<file path="src/rtl/rnd_ser_pkg.sv">
// Shared definitions for the random-word bit serializer.
// Holds the serializer state encoding and the default word / divider widths
// that the LFSR, the serializer and the top level agree on.
package rnd_ser_pkg;

    // Width of the random number bus produced by the LFSR.
    localparam int RND_WIDTH = 16;
    // Width of the bit-rate divider programmed by the host.
    localparam int RND_DIV_W = 8;

    typedef enum logic [1:0] {
        IDLE  = 2'd0,
        SHIFT = 2'd1,
        DONE  = 2'd2
    } ser_state_e;

endpackage

</file>
<file path="src/rtl/bit_tick_gen.sv">
// Bit-rate tick generator for the serializer.
// A loadable down-counter: while run is high it produces a tick whenever the
// count is 0 and reloads with div, otherwise it counts down. clear forces the
// count to 0 so the first tick after a capture comes immediately.
// Ports:
//   clk, rst : clock, asynchronous active-high reset
//   en       : global enable, low freezes the counter
//   clear    : zero the counter (word capture)
//   run      : counting active (word in flight)
//   div      : reload value, one tick every div+1 enabled cycles
//   tick     : high while the count is 0 and run is high
module bit_tick_gen #(
    parameter int DIV_W = 8
) (
    input  logic             clk,
    input  logic             rst,
    input  logic             en,
    input  logic             clear,
    input  logic             run,
    input  logic [DIV_W-1:0] div,
    output logic             tick
);

    localparam logic [DIV_W-1:0] ONE = DIV_W'(1);

    logic [DIV_W-1:0] cnt_q;
    logic [DIV_W-1:0] cnt_d;

    always_comb begin
        cnt_d = cnt_q;
        if (en) begin
            if (clear) begin
                cnt_d = '0;
            end else if (run) begin
                cnt_d = (cnt_q == '0) ? div : (cnt_q - ONE);
            end
        end
    end

    always_ff @(posedge clk or posedge rst) begin
        if (rst) begin
            cnt_q <= '0;
        end else begin
            cnt_q <= cnt_d;
        end
    end

    assign tick = run && (cnt_q == '0);

endmodule

</file>
<file path="src/rtl/rnd_bit_serializer.sv">
// Random-word bit serializer between the LFSR and the cookie core.
// Captures one parallel word on start, then emits it one bit at a time with a
// one-cycle valid strobe every div+1 cycles, MSB or LSB first.
// Ports:
//   clk, rst   : clock, asynchronous active-high reset
//   en         : global enable; low freezes all state and masks strobes
//   start      : capture load_word/div/msb_first and begin (IDLE only)
//   load_word  : parallel word to serialize
//   div        : inter-bit gap, one bit every div+1 cycles
//   msb_first  : 1 = MSB first, 0 = LSB first
//   ser_bit    : current serial bit, held between strobes
//   ser_valid  : one-cycle strobe qualifying ser_bit
//   busy       : word in flight (capture until last bit emitted)
//   done       : one-cycle pulse after the last bit
//   bits_sent  : bits emitted in the current or last word
module rnd_bit_serializer
    import rnd_ser_pkg::*;
#(
    parameter int WIDTH = RND_WIDTH,
    parameter int DIV_W = RND_DIV_W,
    parameter int CNT_W = $clog2(WIDTH + 1)
) (
    input  logic             clk,
    input  logic             rst,
    input  logic             en,
    input  logic             start,
    input  logic [WIDTH-1:0] load_word,
    input  logic [DIV_W-1:0] div,
    input  logic             msb_first,
    output logic             ser_bit,
    output logic             ser_valid,
    output logic             busy,
    output logic             done,
    output logic [CNT_W-1:0] bits_sent
);

    localparam logic [CNT_W-1:0] LAST_CNT = CNT_W'(WIDTH);
    localparam logic [CNT_W-1:0] ONE_CNT  = CNT_W'(1);

    ser_state_e       state_q,     state_d;
    logic [WIDTH-1:0] shreg_q,     shreg_d;
    logic [DIV_W-1:0] div_q,       div_d;
    logic             msb_q,       msb_d;
    logic             ser_bit_q,   ser_bit_d;
    logic             ser_valid_q, ser_valid_d;
    logic [CNT_W-1:0] bits_sent_q, bits_sent_d;

    logic tick;
    logic tick_clear;
    logic tick_run;

    // The tick counter only runs while bits remain; once the last bit is out
    // the FSM moves on without waiting for the divider.
    assign tick_clear = (state_q == IDLE) && start;
    assign tick_run   = (state_q == SHIFT) && (bits_sent_q != LAST_CNT);

    bit_tick_gen #(
        .DIV_W (DIV_W)
    ) u_tick (
        .clk   (clk),
        .rst   (rst),
        .en    (en),
        .clear (tick_clear),
        .run   (tick_run),
        .div   (div_q),
        .tick  (tick)
    );

    always_comb begin
        state_d     = state_q;
        shreg_d     = shreg_q;
        div_d       = div_q;
        msb_d       = msb_q;
        ser_bit_d   = ser_bit_q;
        ser_valid_d = ser_valid_q;
        bits_sent_d = bits_sent_q;

        // With en low nothing moves, so a registered strobe or the DONE state
        // survives until the next enabled cycle.
        if (en) begin
            case (state_q)
                IDLE: begin
                    ser_valid_d = 1'b0;
                    if (start) begin
                        shreg_d     = load_word;
                        div_d       = div;
                        msb_d       = msb_first;
                        bits_sent_d = '0;
                        state_d     = SHIFT;
                    end
                end
                SHIFT: begin
                    if (bits_sent_q == LAST_CNT) begin
                        ser_valid_d = 1'b0;
                        state_d     = DONE;
                    end else if (tick) begin
                        ser_valid_d = 1'b1;
                        bits_sent_d = bits_sent_q + ONE_CNT;
                        if (msb_q) begin
                            ser_bit_d = shreg_q[WIDTH-1];
                            shreg_d   = {shreg_q[WIDTH-2:0], 1'b0};
                        end else begin
                            ser_bit_d = shreg_q[0];
                            shreg_d   = {1'b0, shreg_q[WIDTH-1:1]};
                        end
                    end else begin
                        ser_valid_d = 1'b0;
                    end
                end
                DONE: begin
                    ser_valid_d = 1'b0;
                    state_d     = IDLE;
                end
                default: begin
                    ser_valid_d = 1'b0;
                    state_d     = IDLE;
                end
            endcase
        end
    end

    always_ff @(posedge clk or posedge rst) begin
        if (rst) begin
            state_q     <= IDLE;
            shreg_q     <= '0;
            div_q       <= '0;
            msb_q       <= 1'b0;
            ser_bit_q   <= 1'b0;
            ser_valid_q <= 1'b0;
            bits_sent_q <= '0;
        end else begin
            state_q     <= state_d;
            shreg_q     <= shreg_d;
            div_q       <= div_d;
            msb_q       <= msb_d;
            ser_bit_q   <= ser_bit_d;
            ser_valid_q <= ser_valid_d;
            bits_sent_q <= bits_sent_d;
        end
    end

    // Strobe and done are masked while en is low; the held registers replay
    // them once en returns.
    assign ser_valid = ser_valid_q && en;
    assign done      = (state_q == DONE) && en;
    assign busy      = (state_q == SHIFT);
    assign ser_bit   = ser_bit_q;
    assign bits_sent = bits_sent_q;

endmodule

</file>
<file path="config.mk">
export PLATFORM = sky130hd
export DESIGN_NAME = rnd_bit_serializer
export DESIGN_NICKNAME = d
export VERILOG_FILES = /design/src/rtl/rnd_ser_pkg.sv /design/src/rtl/bit_tick_gen.sv /design/src/rtl/rnd_bit_serializer.sv
export SDC_FILE = /design/constraint.sdc
export NUM_CORES = 1
export LEC_CHECK = 0
export BUFFER_PORTS_ARGS = -buffer_cell sky130_fd_sc_hd__buf_2
export CORE_ASPECT_RATIO = 1.1
export CORE_MARGIN = 8
export CORE_UTILIZATION = 60
export CTS_CLUSTER_DIAMETER = 50
export DETAILED_ROUTE_END_ITERATION = 16
export GPL_ROUTABILITY_DRIVEN = 0
export GPL_TIMING_DRIVEN = 0
export PLACE_DENSITY = 0.88
export SLEW_MARGIN = 10
export SYNTH_ARGS = -nofsm -noshare
export SYNTH_HDL_FRONTEND = slang
export SYNTH_HIERARCHICAL = 1
export SYNTH_SLANG_ARGS = --single-unit
export TNS_END_PERCENT = 30
</file>
<file path="constraint.sdc">
create_clock -name clk -period 3.8 [get_ports clk]
set_clock_uncertainty 0.05 [all_clocks]
set_input_delay 0.76 -clock clk [delete_from_list [all_inputs] [get_ports clk]]
set_output_delay 0.76 -clock clk [all_outputs]
set_load 0.1 [all_outputs]
</file>
# Word-level counts from Yosys, hierarchy flattened
# Index checks and enable logic that the tools add are counted.
dict set report totals {
  regBits 42
  word_cells 52
  in_bits 29
  out_inout_bits 9
}
dict set report classes {
  reduce_logical 14
  addsub 2
  n_eq_ne 8
  n_bitwise 1
  n_mux 19
}
# op n
set op_table {}
lappend op_table {{16-bit 2-to-1 mux} 4}
lappend op_table {{16-bit case mux with 2 select lines} 1}
lappend op_table {{8-bit 2-to-1 mux} 3}
lappend op_table {{5-bit 2-to-1 mux} 3}
lappend op_table {{5-bit case mux with 2 select lines} 1}
lappend op_table {{8-bit zero test} 1}
lappend op_table {{8-bit by 1-bit subtractor with 8-bit output (second input constant)} 1}
lappend op_table {{3-bit AND reduction} 2}
lappend op_table {{5-bit by 1-bit adder with 5-bit output (second input constant)} 1}
lappend op_table {{5-bit == test (second input constant)} 1}
lappend op_table {{1-bit logical AND} 5}
lappend op_table {{5-bit inequality test (second input constant)} 1}
lappend op_table {{5-bit AND reduction} 1}
lappend op_table {{1-bit 2-to-1 mux} 4}
lappend op_table {{2-bit 2-to-1 mux} 2}
lappend op_table {{2-bit by 1-bit inequality test with 1-bit output (second input constant)} 2}
lappend op_table {{2-bit inequality test (second input constant)} 2}
lappend op_table {{2-bit case mux with 2 select lines} 1}
lappend op_table {{4-bit AND reduction} 1}
lappend op_table {{2-bit nonzero test} 2}
lappend op_table {{2-bit by 1-bit == test with 1-bit output (second input constant)} 1}
lappend op_table {{2-bit == test (second input constant)} 1}
lappend op_table {{2-bit zero test} 1}
lappend op_table {{2-bit AND reduction} 1}
lappend op_table {{1-bit inverter} 1}

# Longest topological paths before layout
# Gate-level depths: netlist (run 1).
dict set report depth {
  depth_word 6
  depth_mapped 9
  depth_no_buf 8
}

# By module
# Netlist (run 1), hierarchy kept.
# module instances cells_per_inst seq_area_each_um2 area_per_inst_um2
set by_module_without_submodules {}
lappend by_module_without_submodules {rnd_bit_serializer 1 142 850.8 1955.6}
lappend by_module_without_submodules {bit_tick_gen 1 69 200.2 616.8}

# Least setup slack after synthesis (run 1)
# No wires, ideal clock.
dict set report synth_path {
  path_type {flip-flop to flip-flop}
  startpoint {register bits_sent_q[0] (netlist: bits_sent[0])}
  endpoint {register shreg_q[0]}
  setup_ps 125
  stages_incl_launch_ff 10
  period_less_slack_ps 2901
  t_arrival_ps 2727
  required_time_ps 3625
  path_buffers 1
  setup_slack_ps 899
  cell_sequence {dfrtp_1 -> inv_1 -> ha_1 -> and4bb_1 -> nor2_1 -> and3_1 -> nand4b_1 -> o21ai_1 -> buf_4 -> mux2_2}
}
dict set report synth_between {
  elab_chain_cells 5
  word_cells_on_any_way 7
  cone_classes {4 x eq/ne; 3 x reduce/logical}
}
# element line_no
set synth_rtl {}
lappend synth_rtl {{start: declaration} rnd_bit_serializer.sv:46} ;# logic [CNT_W-1:0] bits_sent_q, bits_sent_d;
lappend synth_rtl {{start signal: assignment} rnd_bit_serializer.sv:138} ;# bits_sent_q <= bits_sent_d;
lappend synth_rtl {{5-bit inequality test} rnd_bit_serializer.sv:55} ;# assign tick_run = (state_q == SHIFT) && (bits_sent_q != LAST_CNT);
lappend synth_rtl {{1-bit logical AND} rnd_bit_serializer.sv:55}
lappend synth_rtl {{via tick_run} rnd_bit_serializer.sv:50} ;# logic tick_run;
lappend synth_rtl {{1-bit logical AND} bit_tick_gen.sv:48} ;# assign tick = run && (cnt_q == '0);
lappend synth_rtl {{via tick} rnd_bit_serializer.sv:48} ;# logic tick;
lappend synth_rtl {{2-bit by 1-bit inequality test with 1-bit output (no line)} n/a}
lappend synth_rtl {{5-bit AND reduction (no line)} n/a}
lappend synth_rtl {{end signal: assignment} rnd_bit_serializer.sv:133} ;# shreg_q <= shreg_d;
lappend synth_rtl {{end: declaration} rnd_bit_serializer.sv:41} ;# logic [WIDTH-1:0] shreg_q, shreg_d;
# The timed path passes the listed nets, and every way through them passes these cells.
# A chain may end at the register's enable or synchronous reset.

# Worst setup path after layout (run 1)
dict set report layout_path {
  startpoint {register bits_sent_q[0] (netlist: bits_sent[0])}
  endpoint {register shreg_q[4]}
}
# The elaborated chain is that of the path after synthesis.

==> results of run 1 <==
per-layer routing:
layer / wire (µm) / track usage [%] / vias up
met5: 0 / 0 / -
met3: 233 / 4.27 / 8
met1: 2330 / 19.8 / 928
li1: - / - / 860
met4: 70 / 7.08 / 0
met2: 2780 / 28.6 / 60
final cells by class:
class / instances / area (µm²)
multi-input cells: 151 / 1400
fillers: 317 / 1250
well taps: 54 / 67.6
flip-flops and latches: 42 / 1050
repair buffers: 37 / 185
clock inverters: 2 / 60.1
inverters: 10 / 37.5
clock buffers: 6 / 82.6
plain buffers: 8 / 86.3
worst paths after layout:
check / startpoint / to / cells past startpoint
hold / removal: rst / u_tick/cnt_q[2] / 2
hold reg to reg: div_q[3] / div_q[3] / 1
max in group asynchronous: rst / shreg_q[3] / 2
min in group clk: div_q[3] / div_q[3] / 1
setup reg to reg: bits_sent[0] / shreg_q[4] / 9
setup / recovery: bits_sent[0] / shreg_q[4] / 9
logic make-up after synthesis:
family          after synthesis  synth area share (%)
simple gates                 50                  13.0
compound gates               37                  9.58
flops                        42                  40.9
fa+ha+maj                     4                  1.95
mux                          60                  29.8
buf+inv                      18                  4.81
state kept, by name, indices dropped and copies added (netlist names):
signal,cells
ser_bit,1
shreg_q,16
u_tick/cnt_q,8
ser_valid_q,1
bits_sent,5
div_q,8
msb_q,1
state_q,2
cell usage in the layout (no fill, tap or decap), types with 3 or more instances in the layout:
cell      instances
a21oi_1           5
nor3b_1           3
nor2_1            8
nand2_1          10
buf_2            38
mux2_2           28
o21ai_0          10
inv_1             8
ha_1              4
dfrtp_1          42
mux2i_1           6
nand2b_1          6
mux2_4           26
clkbuf_8          6
a31oi_1           6
power by group through the flow:
stage | clock [mW] | sequential (mW) | combinational, mW
global route | 0.461 | 0.862 | 1.32
finish | 0.440 | 0.832 | 1.23
floorplan | 0 | 0.820 | 1.01
detailed placement | 0 | 0.835 | 1.22
CTS | 0.441 | 0.830 | 1.23
global placement | 0 | 0.821 | 1.18
per-stage QoR:
| step | total power, mW | instances | utilization (%) |
|---|---|---|---|
| after detailed placement | 2.06 | 302 | 66.9 |
| after global placement | 2.00 | 302 | 66.9 |
| after CTS | 2.50 | 310 | 70.3 |
| after global routing | 2.64 | 310 | 70.3 |
| final | 2.50 | 310 | 70.3 |
| after floorplan | 1.83 | 211 | - |
==> metrics.txt, run 1 <==
Non-Filler Cell Area, Final=2970 µm²; DP Area=2830 µm²; setup slack at placement=1.22 ns; worst-case clock buffer depth=2; DRC marker count from the first detailed-route iteration=152; Initial Utilization=60.9%; Final setup viols=0; first-pass GRT wire length=9300 µm; die width=78.4 µm; Setup WS post-layout=1.11 ns; Crit. End Element=register; combinational share of power=49.1%; Post-CTS Setup Bufs=0; Core Region=4220 µm²; area leader, netlist=dfrtp_1; register area share after synthesis=40.9%; CP startpoint kind=register; vias in the first global route=1986; max-cap viol count=0; Slew Limit Fails=0; Worst Hold Slack=0.383 ns; die area=6640 µm²; slowest stage cell, crit path=dfrtp_1; Mapped Nets=244; ys flop type=dfrtp_1; CP Cell Sequence=inv_1 -> ha_1 -> and4bb_1 -> nor2_1 -> and3_1 -> nand4b_1 -> o21ai_1 -> buf_4 -> mux2_2; power per cell area=842 nW/µm²; Yosys reg bits=42; Skew-Pair Late Insertion Delay=0.30 ns; Root Driver=clkbuf_8; Hold Vio Cnt, Final=0; Worst EP arrival=2.81 ns; Post-Route WL=5420 µm; RSZ-0062 raised after global routing=no; Synth top cells by count=dfrtp_1 (42), mux2_2 (28), mux2_4 (26); hpwl dp=3920 µm; worst hold path type=input port to asynchronous set/reset pin; final setup TNS=0 ns; first-pass detailed-route iteration total=4; top post-synthesis cells by area=dfrtp_1 (41%), mux2_4 (15%), mux2_2 (12%), mux2i_1 (2.3%), ha_1 (1.9%); layout cell share with drive strength beyond 1=46.1%; initial antenna violation count=0; CP bufs+invs=2; EDFF count, synth=0; Pleak=1.41 nW; Nets=288; post-DR wirelength/cell=17.5 µm; CTS Buf Count=5; global route overflow=0; TritonCTS clock tree=built; # IOs=38; Worst-path clk slew=0.09 ns; NetSw=0.906 mW; CP peak stage delay=0.45 ns; Final ANT Viol Nets=0; via count=1856; R2R Setup Slk=1.11 ns; fin crit period=2.69 ns; Synth Cell Area=2570 µm²; vias per cell=5.99; yosys warns=6; maximum clock rate=372 MHz; count leader, synth=dfrtp_1; die height=84.7 µm; P_int=1.59 mW; # DRC=0; Syn-to-layout area delta=15.4%; switching part of the total=36.2%; Setup CP Type=register to register; crit path max fanout=10; H-tree Lvls=2; clock network power share=17.6%; fin crit share=70.8%; hold_buf cts=0; Seq pwr share=33.3%; Tot GR Track Use=17.0%; pin count of the biggest net entering global routing=35; Avg Cell Area, Syn=12.2 µm²; number of port buffers=37; run status=finished, final reports clean; n_diodes=0; CTS resizes=0; asr flop ratio synth=100%; row cnt=25; worst rel slew slack=53.0%; Post-Syn Instances=211; worst slew pin tran=0.704 ns; critical path's top delay family=simple AND/OR/NAND/NOR gates; Peak VDD IR=0.000436 V; Worst EP required=3.92 ns; top-area cell type share of the netlist area=40.9%; CTS sink count=42; Synth cell types=49
Note: power is estimated with default switching activity, not from simulation.
==> run 2: changes to the inputs <==
--- a/config.mk
+++ b/config.mk
@@ -5,15 +5,16 @@
 export SDC_FILE = /design/constraint.sdc
 export NUM_CORES = 1
 export LEC_CHECK = 0
+export ABC_AREA = 1
 export BUFFER_PORTS_ARGS = -buffer_cell sky130_fd_sc_hd__buf_2
 export CORE_ASPECT_RATIO = 1.1
 export CORE_MARGIN = 8
-export CORE_UTILIZATION = 60
+export CORE_UTILIZATION = 57
 export CTS_CLUSTER_DIAMETER = 50
 export DETAILED_ROUTE_END_ITERATION = 16
 export GPL_ROUTABILITY_DRIVEN = 0
 export GPL_TIMING_DRIVEN = 0
-export PLACE_DENSITY = 0.88
+export PLACE_DENSITY = 0.85
 export SLEW_MARGIN = 10
 export SYNTH_ARGS = -nofsm -noshare
 export SYNTH_HDL_FRONTEND = slang
==> constraint.sdc (replaced) <==
create_clock -name clk -period 2.6 [get_ports clk]
set_clock_uncertainty 0.05 [all_clocks]
set_input_delay 0.52 -clock clk [delete_from_list [all_inputs] [get_ports clk]]
set_output_delay 0.52 -clock clk [all_outputs]
set_load 0.1 [all_outputs]
==> metrics.txt, run 2 <==
run status=finished, final reports clean (unchanged); Peak VDD IR=0.000632 V (was 0.000436 V); Avg Cell Area, Syn=6.68 µm² (was 12.2 µm²); Post-Syn Instances=381 (was 211); Final ANT Viol Nets=0 (unchanged); ys flop type=dfrtp_1 (unchanged); first-pass GRT wire length=10700 µm (was 9300 µm); crit path max fanout=10 (unchanged); number of port buffers=37 (unchanged); RSZ-0062 raised after global routing=no (unchanged); Initial Utilization=59.4% (was 60.9%); Worst EP arrival=1.80 ns (was 2.81 ns); utilization after layout=68.0% (was 70.3%); Worst EP required=2.03 ns (was 3.92 ns); top post-synthesis cells by area=dfrtp_1 (41%), nand2_1 (29%), nand3_1 (7.9%), inv_1 (3.8%), nor2_1 (2.9%) (was dfrtp_1 (41%), mux2_4 (15%), mux2_2 (12%), mux2i_1 (2.3%), ha_1 (1.9%)); fin crit period=2.37 ns; Pleak=1.73 nW (was 1.41 nW); Tot GR Track Use=19.2% (was 17.0%); # DRC=0 (unchanged); Syn-to-layout area delta=14.4% (was 15.4%); RR Startpoint=bits_sent[0] (unchanged); asr flop ratio synth=100% (unchanged); worst slew pin tran=0.726 ns (was 0.704 ns); power per cell area=994 nW/µm² (was 842 nW/µm²); CTS Buf Count=5 (unchanged); Root Driver=clkbuf_8 (unchanged); count leader, synth=nand2_1 (was dfrtp_1); first-pass detailed-route iteration total=4 (unchanged); max reg flops=16 (unchanged); row cnt=25 (unchanged); Worst Hold Slack=0.110 ns (was 0.383 ns); Crit. End Element=output pin (was register); worst rel slew slack=51.5% (was 53.0%); DRC marker count from the first detailed-route iteration=147 (was 152); CTS resizes=0 (unchanged); Final setup viols=0 (unchanged); worst hold path type=input port to asynchronous set/reset pin (unchanged); worst-case clock buffer depth=2 (unchanged); R2R Setup Slk=0.50 ns (was 1.11 ns); Post-CTS Setup Bufs=0 (unchanged); vias per cell=5.19 (was 5.99); CP startpoint kind=register (unchanged); fin crit share=91.0%; # IOs=38 (unchanged); via count=2490 (was 1856); global route overflow=0 (unchanged); register area share after synthesis=41.3% (was 40.9%); hold_buf cts=0 (unchanged); EDFF count, synth=0 (unchanged); H-tree Lvls=2 (unchanged); die width=79.7 µm (was 78.4 µm); Mapped Nets=414 (was 244); Synth top cells by count=nand2_1 (197), dfrtp_1 (42), nand3_1 (40) (was dfrtp_1 (42), mux2_2 (28), mux2_4 (26)); Slew Limit Fails=0 (unchanged); Nets=458 (was 288); Non-Filler Instances=480 (was 310); most common cell after layout, fill and taps aside=nand2_1 (was dfrtp_1); total design power=2.90 mW (was 2.50 mW); die height=86.1 µm (was 84.7 µm); n_diodes=0 (unchanged); vias in the first global route=2490 (was 1986); Hold Vio Cnt, Final=0 (unchanged); pin count of the biggest net entering global routing=35 (unchanged); placed instance count=472 (was 302); most frequent cells in the layout=nand2_1 (197), buf_2 (47), dfrtp_1 (42) (was dfrtp_1 (42), buf_2 (38), mux2_2 (28)); layout cell share with drive strength beyond 1=18.5% (was 46.1%); maximum clock rate=423 MHz; final setup TNS=0 ns (unchanged); Post-Route WL=6210 µm (was 5420 µm); area leader, netlist=dfrtp_1 (unchanged); top-area cell type share of the netlist area=41.3% (was 40.9%); Setup CP Type=register to output pin (was register to register); die area=6860 µm² (was 6640 µm²); Skew-Pair Late Insertion Delay=0.31 ns (was 0.30 ns); CTS sink count=42 (unchanged); Worst R2R End=shreg_q[5] (was shreg_q[4]); most flop-heavy register=shreg_q (unchanged); TritonCTS clock tree=built (unchanged); post-DR wirelength/cell=12.9 µm (was 17.5 µm); Top Registers=shreg_q (16), div_q (8), u_tick/cnt_q (8) (unchanged); worst reg-to-reg path cell count=15 (was 9); initial antenna violation count=0 (unchanged); hpwl dp=4510 µm (was 3920 µm); Synth cell types=25 (was 49); Synth Cell Area=2550 µm² (was 2570 µm²); Yosys reg bits=42 (unchanged); yosys warns=6 (unchanged); Worst-path clk slew=0.09 ns (about the same); Core Region=4290 µm² (was 4220 µm²); max-cap viol count=0 (unchanged)
-- run 2: cell types whose count changed in the layout (fill, tap and decap cells not counted), moves of 5 or more --
cell	previous run	this run
nand2b_1	6	0
inv_1	8	25
a31oi_1	6	0
nor2_1	8	20
mux2_2	28	0
nand3_1	2	40
mux2_4	26	0
nand2_1	10	197
o21ai_0	10	5
buf_2	38	47
mux2i_1	6	0
-- run 2: how the worst max path moves through the flow --
stage | start | to | cells past startpoint
after floorplan | bits_sent[0] | bits_sent[2] | 15
after global routing | state_q[1] | busy | 6
after detailed placement | en | ser_valid | 5
final | state_q[1] | busy | 6
after global placement | en | ser_valid | 5
after CTS | state_q[1] | busy | 6
-- run 2: kinds of logic after synthesis --
logic type               synth area share, %
AND/OR/NAND/NOR                         44.2
adder cells (fa/ha/maj)                 1.97
buffers and inverters                   9.04
flip-flops                              41.3
AO/OA/AOI/OAI                           2.85
XOR/XNOR                               0.688
-- run 2: area by class of cell --
class | instances | area (µm²)
multi-input combinational | 291 | 1270
buffer | 17 | 114
sequential | 42 | 1050
tap | 54 | 67.6
clock inverter | 2 | 37.5
clock buffer | 6 | 72.6
inverter | 31 | 116
fill | 383 | 1370
timing repair buffer | 37 | 185
-- run 2: metrics by stage --
step / setup slack (ns) / instance area (µm²)
floorplan: 0.184 / 2550
global placement: 0.409 / 2800
detailed placement: 0.402 / 2800
CTS: 0.239 / 2910
global route: 0.164 / 2910
finish: 0.235 / 2910
-- run 2: critical path, cell delays in order (launching register included) --
cell	delay (ns)
dfrtp_1	0.41
inv_1	0.12
nand2_2	0.10
inv_2	0.09
buf_4	0.17
buf_6	0.16
buf_2	0.43
-- run 2: power by group --
part | internal [mW] | leakage (nW) | switching, mW
sequential | 0.895 | 0.538 | 0.210
clock | 0.287 | 0.0514 | 0.239
combinational | 0.457 | 1.14 | 0.811
-- run 2: metal layers --
layer	vias up	routed length, µm	global-route usage, %
met4	0	106	7.59
met3	12	270	3.24
met2	71	3300	35.0
met5	-	0	0
li1	1250	-	-
met1	1157	2530	21.2
